File: config.mk
export PLATFORM = sky130hd
export DESIGN_NAME = frame_reader
export DESIGN_NICKNAME = d
export VERILOG_FILES = /design/src/rtl/frame_reader.sv
export SDC_FILE = /design/constraint.sdc
export NUM_CORES = 1
export LEC_CHECK = 0
export ABC_CLOCK_PERIOD_IN_PS = 2900
export CORE_ASPECT_RATIO = 1.75
export CORE_MARGIN = 2
export CORE_UTILIZATION = 54
export DETAILED_ROUTE_END_ITERATION = 8
export GPL_TIMING_DRIVEN = 0
export PLACE_DENSITY = 0.8
export RECOVER_POWER = 50
export SKIP_CTS_REPAIR_TIMING = 1
export SYNTH_ARGS = -nofsm -noshare
export SYNTH_HDL_FRONTEND = slang
export SYNTH_SLANG_ARGS = --single-unit
File: constraint.sdc
create_clock -name clk -period 2.9 [get_ports clk]
set_input_delay 0.29 -clock clk [delete_from_list [all_inputs] [get_ports clk]]
set_output_delay 0.29 -clock clk [all_outputs]
set_load 0.02 [all_outputs]
File: src/rtl/frame_reader.sv
// Streams frame-SRAM words out as bytes, least-significant byte first, over a
// valid/ready link. Reads addresses 0..last_addr once per rising edge of read_kick.
module frame_reader #(
  parameter int unsigned RD_LATENCY = 1
) (
  input  logic        clk,
  input  logic        reset_n,
  input  logic        read_kick,
  input  logic [17:0] last_addr,
  output logic        s1_RE,
  output logic [17:0] s1_Addr,
  input  logic [31:0] s1_RD,
  output logic [7:0]  tx_data,
  output logic        tx_valid,
  input  logic        tx_ready,
  output logic        read_busy,
  output logic        read_done
);

  localparam logic [2:0] LAT = 3'(RD_LATENCY);

  typedef enum logic [1:0] {IDLE, ISSUE, WAIT, SEND} state_t;

  state_t      state, state_nxt;
  logic        kick_d;
  logic [17:0] end_addr, end_addr_nxt;
  logic [17:0] addr, addr_nxt;
  logic [31:0] word, word_nxt;
  logic [1:0]  byte_idx, byte_idx_nxt;
  logic [2:0]  lat_cnt, lat_cnt_nxt;
  logic        re_nxt;
  logic [17:0] s1_addr_nxt;
  logic [7:0]  tx_data_nxt;
  logic        tx_valid_nxt;
  logic        busy_nxt;
  logic        done_nxt;

  always_ff @(posedge clk or negedge reset_n) begin
    if (!reset_n) begin
      state     <= IDLE;
      kick_d    <= 1'b0;
      end_addr  <= '0;
      addr      <= '0;
      word      <= '0;
      byte_idx  <= '0;
      lat_cnt   <= '0;
      s1_RE     <= 1'b1;
      s1_Addr   <= '1;
      tx_data   <= '0;
      tx_valid  <= 1'b0;
      read_busy <= 1'b0;
      read_done <= 1'b0;
    end else begin
      state     <= state_nxt;
      kick_d    <= read_kick;
      end_addr  <= end_addr_nxt;
      addr      <= addr_nxt;
      word      <= word_nxt;
      byte_idx  <= byte_idx_nxt;
      lat_cnt   <= lat_cnt_nxt;
      s1_RE     <= re_nxt;
      s1_Addr   <= s1_addr_nxt;
      tx_data   <= tx_data_nxt;
      tx_valid  <= tx_valid_nxt;
      read_busy <= busy_nxt;
      read_done <= done_nxt;
    end
  end

  always_comb begin
    state_nxt    = state;
    end_addr_nxt = end_addr;
    addr_nxt     = addr;
    word_nxt     = word;
    byte_idx_nxt = byte_idx;
    lat_cnt_nxt  = lat_cnt;
    re_nxt       = s1_RE;
    s1_addr_nxt  = s1_Addr;
    tx_data_nxt  = tx_data;
    tx_valid_nxt = tx_valid;
    busy_nxt     = read_busy;
    done_nxt     = read_done;

    unique case (state)
      IDLE: begin
        if (read_kick && !kick_d) begin
          end_addr_nxt = last_addr;
          addr_nxt     = '0;
          re_nxt       = 1'b0;
          s1_addr_nxt  = '0;
          busy_nxt     = 1'b1;
          done_nxt     = 1'b0;
          lat_cnt_nxt  = '0;
          state_nxt    = WAIT;
        end
      end
      // RE was already pulled low on the final accept so the next read starts
      // with no dead cycle; ISSUE is the RE-low cycle and counts as latency step 0.
      ISSUE: begin
        re_nxt      = 1'b1;
        lat_cnt_nxt = 3'd1;
        state_nxt   = WAIT;
      end
      WAIT: begin
        re_nxt = 1'b1;
        if (lat_cnt == LAT) begin
          word_nxt     = s1_RD;
          tx_data_nxt  = s1_RD[7:0];
          tx_valid_nxt = 1'b1;
          byte_idx_nxt = '0;
          state_nxt    = SEND;
        end else begin
          lat_cnt_nxt = lat_cnt + 3'd1;
        end
      end
      SEND: begin
        if (tx_ready) begin
          if (byte_idx == 2'd3) begin
            tx_valid_nxt = 1'b0;
            if (addr == end_addr) begin
              busy_nxt    = 1'b0;
              done_nxt    = 1'b1;
              s1_addr_nxt = '1;
              state_nxt   = IDLE;
            end else begin
              addr_nxt    = addr + 18'd1;
              re_nxt      = 1'b0;
              s1_addr_nxt = addr + 18'd1;
              state_nxt   = ISSUE;
            end
          end else begin
            byte_idx_nxt = byte_idx + 2'd1;
            tx_data_nxt  = word[{byte_idx_nxt, 3'b000} +: 8];
          end
        end
      end
      default: state_nxt = IDLE;
    endcase
  end

endmodule

==> results of run 1 <==
-- worst max-delay path, stage by stage (launching register included) --
cell and delay [ns]:
dfrtp_1 0.44, inv_1 0.09, ha_1 0.21, clkbuf_1 0.20, a22o_1 0.31, nor2_1 0.51, nand3_1 0.47, o31ai_1 0.35
-- placed cells by master (no fill, tap or decap), drive strengths merged, types with 4 or more instances in the layout --
master | netlist | layout
dfrtp | 87 | 87
clkdlybuf4s50 | 0 | 68
mux2 | 52 | 52
nand2 | 44 | 44
clkbuf | 17 | 27
nor2 | 26 | 26
xor2 | 22 | 22
a21oi | 20 | 20
buf | 19 | 20
dfstp | 19 | 19
inv | 13 | 18
a22o | 17 | 17
nand3 | 16 | 16
dlygate4sd3 | 0 | 15
o21ai | 13 | 13
mux2i | 9 | 9
xnor2 | 9 | 9
ha | 9 | 9
mux4 | 8 | 8
o211ai | 8 | 8
a31oi | 6 | 6
a32oi | 5 | 5
nand4 | 5 | 5
or2 | 5 | 5
nor4 | 4 | 4
-- routing by layer --
layer,GRT usage,share of wire,vias to the layer above
met1,0.2654,0.36,1986
li1,-,-,1838
met4,0.1485,0.041,0
met2,0.4658,0.56,128
met3,0.04679,0.037,34
met5,0,0,-
-- worst paths after layout --
check	depth (start not counted)	startpoint	slack (ns)	to
max reg2reg	7	state[0]	0.21	addr[13]
max	7	state[0]	0.21	addr[13]
min	2	s1_Addr[1]	0.45	s1_Addr[1]
max in group asynchronous	3	reset_n	0.58	word[29]
min in group asynchronous	2	reset_n	0.91	addr[11]
min reg2reg	2	s1_Addr[1]	0.45	s1_Addr[1]
-- cells in the mapped netlist (9+ instances only) --
cell / count / area share
a21oi_1: 20 / 0.019
a22o_1: 17 / 0.028
buf_2: 13 / 0.012
clkbuf_1: 17 / 0.012
dfrtp_1: 87 / 0.41
dfstp_2: 19 / 0.094
ha_1: 9 / 0.021
inv_1: 13 / 0.0092
mux2_2: 51 / 0.11
mux2i_1: 9 / 0.017
nand2_1: 44 / 0.031
nand3_1: 16 / 0.015
nor2_1: 26 / 0.018
o21ai_0: 13 / 0.012
xnor2_1: 9 / 0.015
xor2_1: 21 / 0.035
-- where the power goes --
part	total (mW)	internal, mW	switching [mW]	leakage, nW
Sequential	2.58	2.17	0.403	1.25
Combinational	3.18	1.45	1.72	1.40
Clock	1.22	0.611	0.611	0.146
-- through the flow --
step | hold WS [ns] | util | setup slack, ns
final | 0.4546 | 0.6916 | 0.2132
after global routing | 0.4694 | 0.6916 | 0.07552
after CTS | -0.1174 | 0.6923 | 0.1840
after detailed placement | 0.2644 | 0.6614 | 0.1727
after global placement | 0.4459 | 0.6588 | -2.282
after floorplan | -0.005591 | - | 0.8646
-- sequential cells by signal, summed over array words and instances (netlist names) --
signal / count
addr: 18
byte_idx: 2
end_addr: 18
kick_d: 1
lat_cnt: 3
read_busy: 1
read_done: 1
s1_Addr: 18
s1_RE: 1
state: 2
tx_data: 8
tx_valid: 1
word: 32
-- cell type report --
class / instances / area [um2]
plain buffers: 36 / 181.4
inverters: 13 / 48.80
multi-input cells: 308 / 2390
repair buffers: 85 / 845.8
well taps: 122 / 152.6
clock inverters: 7 / 68.82
flip-flops and latches: 106 / 2676
clock buffers: 9 / 225.2
fillers: 760 / 2938
-- cell families (layout without fill, tap and decap cells) --
| logic type | Yosys count | in the layout | share of synthesized area |
|---|---|---|---|
| and+or+nand+nor | 116 | 116 | 0.1043 |
| muxes | 69 | 69 | 0.1624 |
| adders and majority gates | 9 | 9 | 0.02128 |
| buffers and inverters | 49 | 150 | 0.04350 |
| DFF | 106 | 106 | 0.5057 |
| AOI/OAI and AO/OA | 83 | 83 | 0.1102 |
| xor gates and xnor gates | 31 | 31 | 0.05272 |
==> impl_metrics.env, run 1 <==
export IMPL_worstSetupEndpointType="flip-flop"
export IMPL_placedCellCount=669
export IMPL_finalSetupViolations=0
export IMPL_n_antenna_cell=0
export IMPL_final_cells=686
export IMPL_fin_area_um2=6589
export IMPL_start_util=0.5556
export IMPL_h_tree_depth=3
export IMPL_place_area_um2=6301
export IMPL_vias=3986
export IMPL_io_pins=84
export IMPL_vias_per_cell=5.810
export IMPL_grt_max_degree=76
export IMPL_final_hold_viol_count=0
export IMPL_drive_gt1_frac=0.2163
export IMPL_io_buffers=83
export IMPL_syn_to_final_growth_pct=24.49
export IMPL_seq_area_frac_synth=0.5057
export IMPL_synth_area_um2=5293
export IMPL_wl_um=12700
export IMPL_antenna_found_initial=0
export IMPL_fin_nets=622
export IMPL_root_buffer="clkbuf_16"
export IMPL_overflow=0
export IMPL_cts_buffers=9
export IMPL_fin_crit_sh=0.9265
export IMPL_yosysWarnings=0
export IMPL_cap_violations=1
export IMPL_grt_pass1_vias=4272
export IMPL_arrival_ns=2.94
export IMPL_cts_sinks=106
export IMPL_grtUsageTotal=0.2540
export IMPL_clk_latency_ns=0.36
export IMPL_ant_nets=0
export IMPL_p_per_area_nw_per_um2=1058
export IMPL_hpwl_um=9397
export IMPL_synth_edf_count=0
export IMPL_leakagePower_nw=2.798
export IMPL_rsz0062_at_grt="no"
export IMPL_synthDistinctLibCells=48
export IMPL_die_w_um=78.84
export IMPL_fin_worst_skew_ns=0.006386
export IMPL_power_mw=6.974
export IMPL_violations="capacitance limit, slew limit"
export IMPL_relSlewSlack=-0.1390
export IMPL_syn_avg_cell_area_um2=11.43
export IMPL_place_gp_congestion=0.9291
export IMPL_min_period_ns=2.687
export IMPL_status="finished, violations left"
export IMPL_cts_tree="done"
export IMPL_synth_cells=463
export IMPL_grt_pass1_wl_um=20670
export IMPL_synth_seq_cells=106
export IMPL_clock_fmax_mhz=372.2
export IMPL_crit_required_ns=3.16
export IMPL_synth_top_flop_cell="dfrtp_1"
export IMPL_drt_iter0_drc=258
export IMPL_worstMarginPinSlew_ns=1.709
export IMPL_tns_ns=0
export IMPL_wire_per_inst_um=18.51
export IMPL_firstDrtPassIters=4
export IMPL_synth_fp_nets=526
export IMPL_synthArstFlopShare=1.000
export IMPL_drv_slew=33
export IMPL_die_area_um2=10640
export IMPL_die_height_um=135.0
export IMPL_irDropWorstVdd_mv=0.6752
export IMPL_cp_max_fo=8
export IMPL_clkTransAtPathRegs_ns=0.08
export IMPL_worstSetupPathType="flip-flop to flip-flop"
export IMPL_startpoint_type="flip-flop"
export IMPL_drc=0
export IMPL_row_count=47
export IMPL_hold_class="flip-flop to flip-flop"
export IMPL_core_area_um2=9527
export IMPL_clockBufferDepth=2
(Power assumes the default switching activity.)
==> inputs of run 2 (changes only) <==
--- a/config.mk
+++ b/config.mk
@@ -11,8 +11,8 @@
 export CORE_UTILIZATION = 54
 export DETAILED_ROUTE_END_ITERATION = 8
 export GPL_TIMING_DRIVEN = 0
+export HOLD_SLACK_MARGIN = 0.06
 export PLACE_DENSITY = 0.8
-export RECOVER_POWER = 50
 export SKIP_CTS_REPAIR_TIMING = 1
 export SYNTH_ARGS = -nofsm -noshare
 export SYNTH_HDL_FRONTEND = slang
==> impl_metrics.env, run 2 (same netlist as run 1, synthesis figures left out) <==
export IMPL_cts_tree="done"
export IMPL_critical_path_top_delay_family="simple AND/OR/NAND/NOR gates"
export IMPL_wl_um=12700
export IMPL_clk_latency_ns=0.36
export IMPL_grtUsageTotal=0.2540
export IMPL_vias_per_cell=5.813
export IMPL_final_hold_viol_count=0
export IMPL_cts_sinks=106
export IMPL_top_register="word"
export IMPL_mostFrequentLayoutCell="dfrtp_1"
export IMPL_drive_gt1_frac=0.2181
export IMPL_syn_to_final_growth_pct=24.87
export IMPL_startpoint_type="flip-flop"
export IMPL_cap_violations=0
export IMPL_place_gp_congestion=0.9291
export IMPL_reg2reg_slack_ns=0.24
export IMPL_finalSetupViolations=0
export IMPL_placedCellCount=669
export IMPL_status="finished, final reports clean"
export IMPL_worstSetupPathType="flip-flop to flip-flop"
export IMPL_fin_nets=622
export IMPL_cp_max_fo=8
export IMPL_cp_cell_sequence="inv_1 > ha_1 > clkbuf_1 > a22o_1 > nor2_1 > nand3_1 > o31ai_1"
export IMPL_worst_path_buf_inv=2
export IMPL_reg2reg_to="addr[13]"
export IMPL_fin_area_um2=6609
export IMPL_worstMarginPinSlew_ns=0.6843
export IMPL_rsz0062_at_grt="no"
export IMPL_r2r_start="state[0]"
export IMPL_core_area_um2=9527
export IMPL_worst_path_largest_cell_delay_ns=0.50
export IMPL_drv_slew=0
export IMPL_rr_worst_depth=7
export IMPL_grt_pass1_vias=4272
export IMPL_cts_buffers=9
export IMPL_die_height_um=135.0
export IMPL_drt_iter0_drc=258
export IMPL_n_antenna_cell=0
export IMPL_start_util=0.5556
export IMPL_fin_crit_sh=0.9182
export IMPL_largest_reg_flops=32
export IMPL_firstDrtPassIters=4
export IMPL_crit_required_ns=3.16
export IMPL_worst_path_stages=7
export IMPL_leakagePower_nw=2.806
export IMPL_clkTransAtPathRegs_ns=0.08
export IMPL_final_cells=686
export IMPL_crit_slowest_cell="nor2_1"
export IMPL_h_tree_depth=3
export IMPL_wire_per_inst_um=18.52
export IMPL_grt_max_degree=76
export IMPL_die_w_um=78.84
export IMPL_min_period_ns=2.663
export IMPL_vias=3988
export IMPL_antenna_found_initial=0
export IMPL_ant_nets=0
export IMPL_arrival_ns=2.92
export IMPL_io_buffers=83
export IMPL_clockBufferDepth=2
export IMPL_worstSetupEndpointType="flip-flop"
export IMPL_grt_pass1_wl_um=20670
export IMPL_die_area_um2=10640
export IMPL_hpwl_um=9397
export IMPL_row_count=47
export IMPL_most_common_layout_cells="dfrtp_1, clkdlybuf4s50_1, mux2_2"
export IMPL_fillCellCount=758
export IMPL_relSlewSlack=0.5438
export IMPL_clock_fmax_mhz=375.6
export IMPL_p_per_area_nw_per_um2=1060
export IMPL_irDropWorstVdd_mv=0.6861
export IMPL_place_area_um2=6301
export IMPL_io_pins=84
export IMPL_overflow=0
export IMPL_drc=0
export IMPL_root_buffer="clkbuf_16"
export IMPL_hold_class="input pin to asynchronous set/reset pin"
export IMPL_fin_worst_skew_ns=0.006445
-- run 2: cell types whose count changed in the layout (fill, tap and decap cells not counted) --
cell,delta
clkdlybuf4s50_1,+14
buf_6,-1
buf_4,+1
buf_16,+1
clkbuf_1,-1
dlygate4sd3_1,-14
-- run 2: worst max-delay path by stage --
stage / startpoint / to / slack (ns)
floorplan: state[0] / addr[15] / 0.86
finish: state[0] / addr[13] / 0.24
CTS: state[0] / addr[1] / 0.18
global placement: reset_n / word[23] / -2.28
detailed placement: read_kick / addr[1] / 0.17
global route: state[0] / addr[13] / 0.08
-- run 2: worst register-to-register path, delay by kind of cell (launching register included) --
family	cells	cell delay, ns
flip-flops	1	0.44
AO/OA/AOI/OAI	2	0.66
buffers and inverters	2	0.29
adder cells (fa/ha/maj)	1	0.21
AND/OR/NAND/NOR	2	0.97
-- run 2: layout make-up --
cell class / count / area [um2] / area share
buffer: 36 / 181.4 / 0.02745
clock buffer: 9 / 225.2 / 0.03408
clock inverter: 7 / 68.82 / 0.01041
inverter: 13 / 48.80 / 0.007384
multi-input combinational: 308 / 2390 / 0.3616
sequential: 106 / 2676 / 0.4050
tap: 122 / 152.6 / 0.02310
timing repair buffer: 85 / 865.8 / 0.1310
-- run 2: metal layers --
metal / GRT usage / vias to the layer above / share of wire
li1: - / 1839 / -
met3: 0.04679 / 34 / 0.038
met1: 0.2654 / 1985 / 0.36
met2: 0.4658 / 130 / 0.56
met5: 0 / - / 0
met4: 0.1485 / 0 / 0.041
-- run 2: stage by stage --
stage / worst slack, ns / hold slack [ns] / TNS [ns] / total power [mW] / util
after floorplan: 0.8646 / -0.005591 / 0 / 4.702 / -
after CTS: 0.1840 / -0.1174 / 0 / 7.017 / 0.6923
after detailed placement: 0.1727 / 0.2644 / 0 / 5.780 / 0.6614
after global placement: -2.282 / 0.4459 / -217.37 / 5.601 / 0.6588
after global routing: 0.07552 / 0.4460 / 0 / 7.435 / 0.6937
final: 0.2373 / 0.4118 / 0 / 7.007 / 0.6937
-- run 2: where the power goes --
| part | internal [mW] | total [mW] | switching [mW] |
|---|---|---|---|
| Combinational | 1.48 | 3.21 | 1.72 |
| Sequential | 2.17 | 2.58 | 0.406 |
| Clock | 0.611 | 1.22 | 0.610 |
| Total | 4.27 | 7.01 | 2.74 |
==> RTL edit, RTL diff (config.mk and constraints of run 2) <==
The 4 states of `state_t` get a Gray code encoding in 2 bits.
--- a/src/rtl/frame_reader.sv
+++ b/src/rtl/frame_reader.sv
@@ -20,5 +20,5 @@
   localparam logic [2:0] LAT = 3'(RD_LATENCY);
 
-  typedef enum logic [1:0] {IDLE, ISSUE, WAIT, SEND} state_t;
+  typedef enum logic [1:0] {IDLE = 2'b00, ISSUE = 2'b01, WAIT = 2'b11, SEND = 2'b10} state_t;
 
   state_t      state, state_nxt;
Formal check against the unedited RTL: no difference found for any inputs over 4 cycles, from zero or initial values and one cycle with reset_n low; so few cycles prove little.
==> RTL edit against run 2 <==
- die area increased by 2.0%
- sequential share of layout area decreased by 0.76 points
- design area increased by 1.9%
- worst setup slack improved by 0.28 ns
- synthesized area increased by 2.0%
- wire length increased by 11%
- worst hold slack improved by 0.0031 ns
- first-iteration DRC count increased by 63%
- sequential cell count unchanged
- core utilization decreased by 0.57 points
- total power decreased by 3.8%
- maximum frequency increased by 12%
- largest power group unchanged
==> RTL edit: results (changes against run 2) <==
| Parameter | Value | Unit | Change |
| --- | --- | --- | --- |
| Largest net degree at the start of global routing | 77 | - | +1.3% |
| Complex-gate fraction of the synthesized area | 0.119 | - | +0.00916 |
| Placed instance area | 6410 | um^2 | +1.8% |
| Cell Int Power | 4190 | uW | -1.9% |
| Leakage power of the design | 0.00299 | uW | +6.6% |
| Result of the run | finished, final reports clean | - |  |
| Total clock buffers created by CTS | 9 | - | unchanged |
| Cell types occupying the most area after synthesis | sky130_fd_sc_hd__dfrtp_1 40%, sky130_fd_sc_hd__nand2_1 14%, sky130_fd_sc_hd__dfstp_2 9.2% | - |  |
| Global-route wire length before repair | 23200 | um | +12% |
| Met3 Routed Length | 676 | um | +41% |
| Post-placement worst setup slack | 0.403 | ns | +0.230 ns |
| Sum of met2 wire segment lengths after detailed routing | 7950 | um | +11% |
| DR iter-0 viols | 421 | - | +63% |
| Global router's overall resource usage | 0.278 | - | +0.0241 |
| Share of cells above drive strength 1 | 0.141 | - | -0.0769 |
| Leading post-synthesis cells by instance count | 201 x sky130_fd_sc_hd__nand2_1, 87 x sky130_fd_sc_hd__dfrtp_1, 29 x sky130_fd_sc_hd__nor2_1 | - |  |
| Nets in the synthesized netlist | 644 | - | +22% |
| Seq/Total Area, Yosys | 0.496 | - | -0.0101 |
| RePlAce Congestion | 0.928 | - | about the same |
| Post-synthesis share of cell area spent on xor and xnor gates | 0.0487 | - | -0.00406 |
| Final net count | 740 | - | +19% |
| Cell type of the slowest stage on the worst timing path | sky130_fd_sc_hd__clkbuf_1 | - |  |
| VDD IR max | 0.611 | mV | -11% |
| Sum of net half-perimeters after detailed placement | 10500 | um | +12% |
| Clock Skews | 0.00803 | ns | +0.00159 ns |
| Drt first pass iters | 5 | - | +1 |
| Portion of netlist area occupied by mux cells | 0.0489 | - | -0.114 |
| Initial antenna violation count | 0 | - | unchanged |
| Cell count after synthesis | 586 | - | +27% |
| Cell variety after synth | 65 | - | +35% |
| Cell count after placement | 795 | - | +19% |
| Final design utilization | 0.688 | - | -0.00571 |
| Count of input and output buffers | 83 | - | unchanged |
| Post-Synth Adder-Cell Area | 0.00927 | - | -0.0120 |
| Routed wire length per instance | 17.4 | um | -5.9% |
| Worst EP arrival | 2.63 | ns | -0.29 ns |
| Via Count | 4685 | - | +17% |
| Crit path max fanout | 10 | - | +2 |
| Sum of routed wire length over all layers | 14100 | um | +11% |
| Detailed-routing wirelength on met1 | 4900 | um | +7.3% |
| Transition at the pin with the smallest max-transition slack | 0.786 | ns | +0.102 ns |
RTL edit: changes by cell type after synthesis, sizes merged, moves of 6 or more:
| cell | delta |
|---|---|
| o211ai | -7 |
| nand2 | +158 |
| mux2 | -49 |
| buf | +6 |
| inv | -8 |
| a31oi | +6 |
| a22o | -15 |
| a31o | +6 |
| a21oi | +10 |
RTL edit: path summary, 6_finish.rpt:
check | slack, ns | cells past startpoint | to | startpoint
setup / recovery | 0.52 | 8 | addr[9] | byte_idx[0]
hold / removal | 0.41 | 2 | addr[2] | reset_n
setup reg to reg | 0.52 | 8 | addr[9] | byte_idx[0]
hold reg to reg | 0.47 | 2 | word[26] | word[26]
max in group asynchronous | 1.74 | 3 | s1_Addr[10] | reset_n
min in group clk | 0.45 | 1 | kick_d | read_kick
RTL edit: power groups by stage:
stage / sequential, uW / clock (uW) / combinational [uW]
CTS: 2610 / 1290 / 2860
detailed placement: 2620 / 0 / 2830
global route: 2680 / 1350 / 3120
floorplan: 2740 / 0 / 1700
finish: 2610 / 1280 / 2850
global placement: 2580 / 0 / 2710
RTL edit: final cells by class:
cell class / instances / share of cell area
buffer: 42 / 0.0299
clock buffer: 11 / 0.0375
clock inverter: 5 / 0.00892
inverter: 5 / 0.00279
multi-input combinational: 433 / 0.372
sequential: 106 / 0.397
tap: 125 / 0.0232
timing repair buffer: 85 / 0.129
RTL edit: metal layers:
metal,global-route usage,up-vias
met3,0.0412,51
met2,0.510,194
li1,-,2173
met1,0.295,2267
met4,0.162,0
met5,0,-
RTL edit: critical path: cells and delay by family, from the launching register on:
family	cells	cell delay (ns)
buffers and inverters	2	0.66
and+or+nand+nor	2	0.56
AOI/OAI and AO/OA	3	0.40
DFF	1	0.39
adders and majority gates	1	0.25
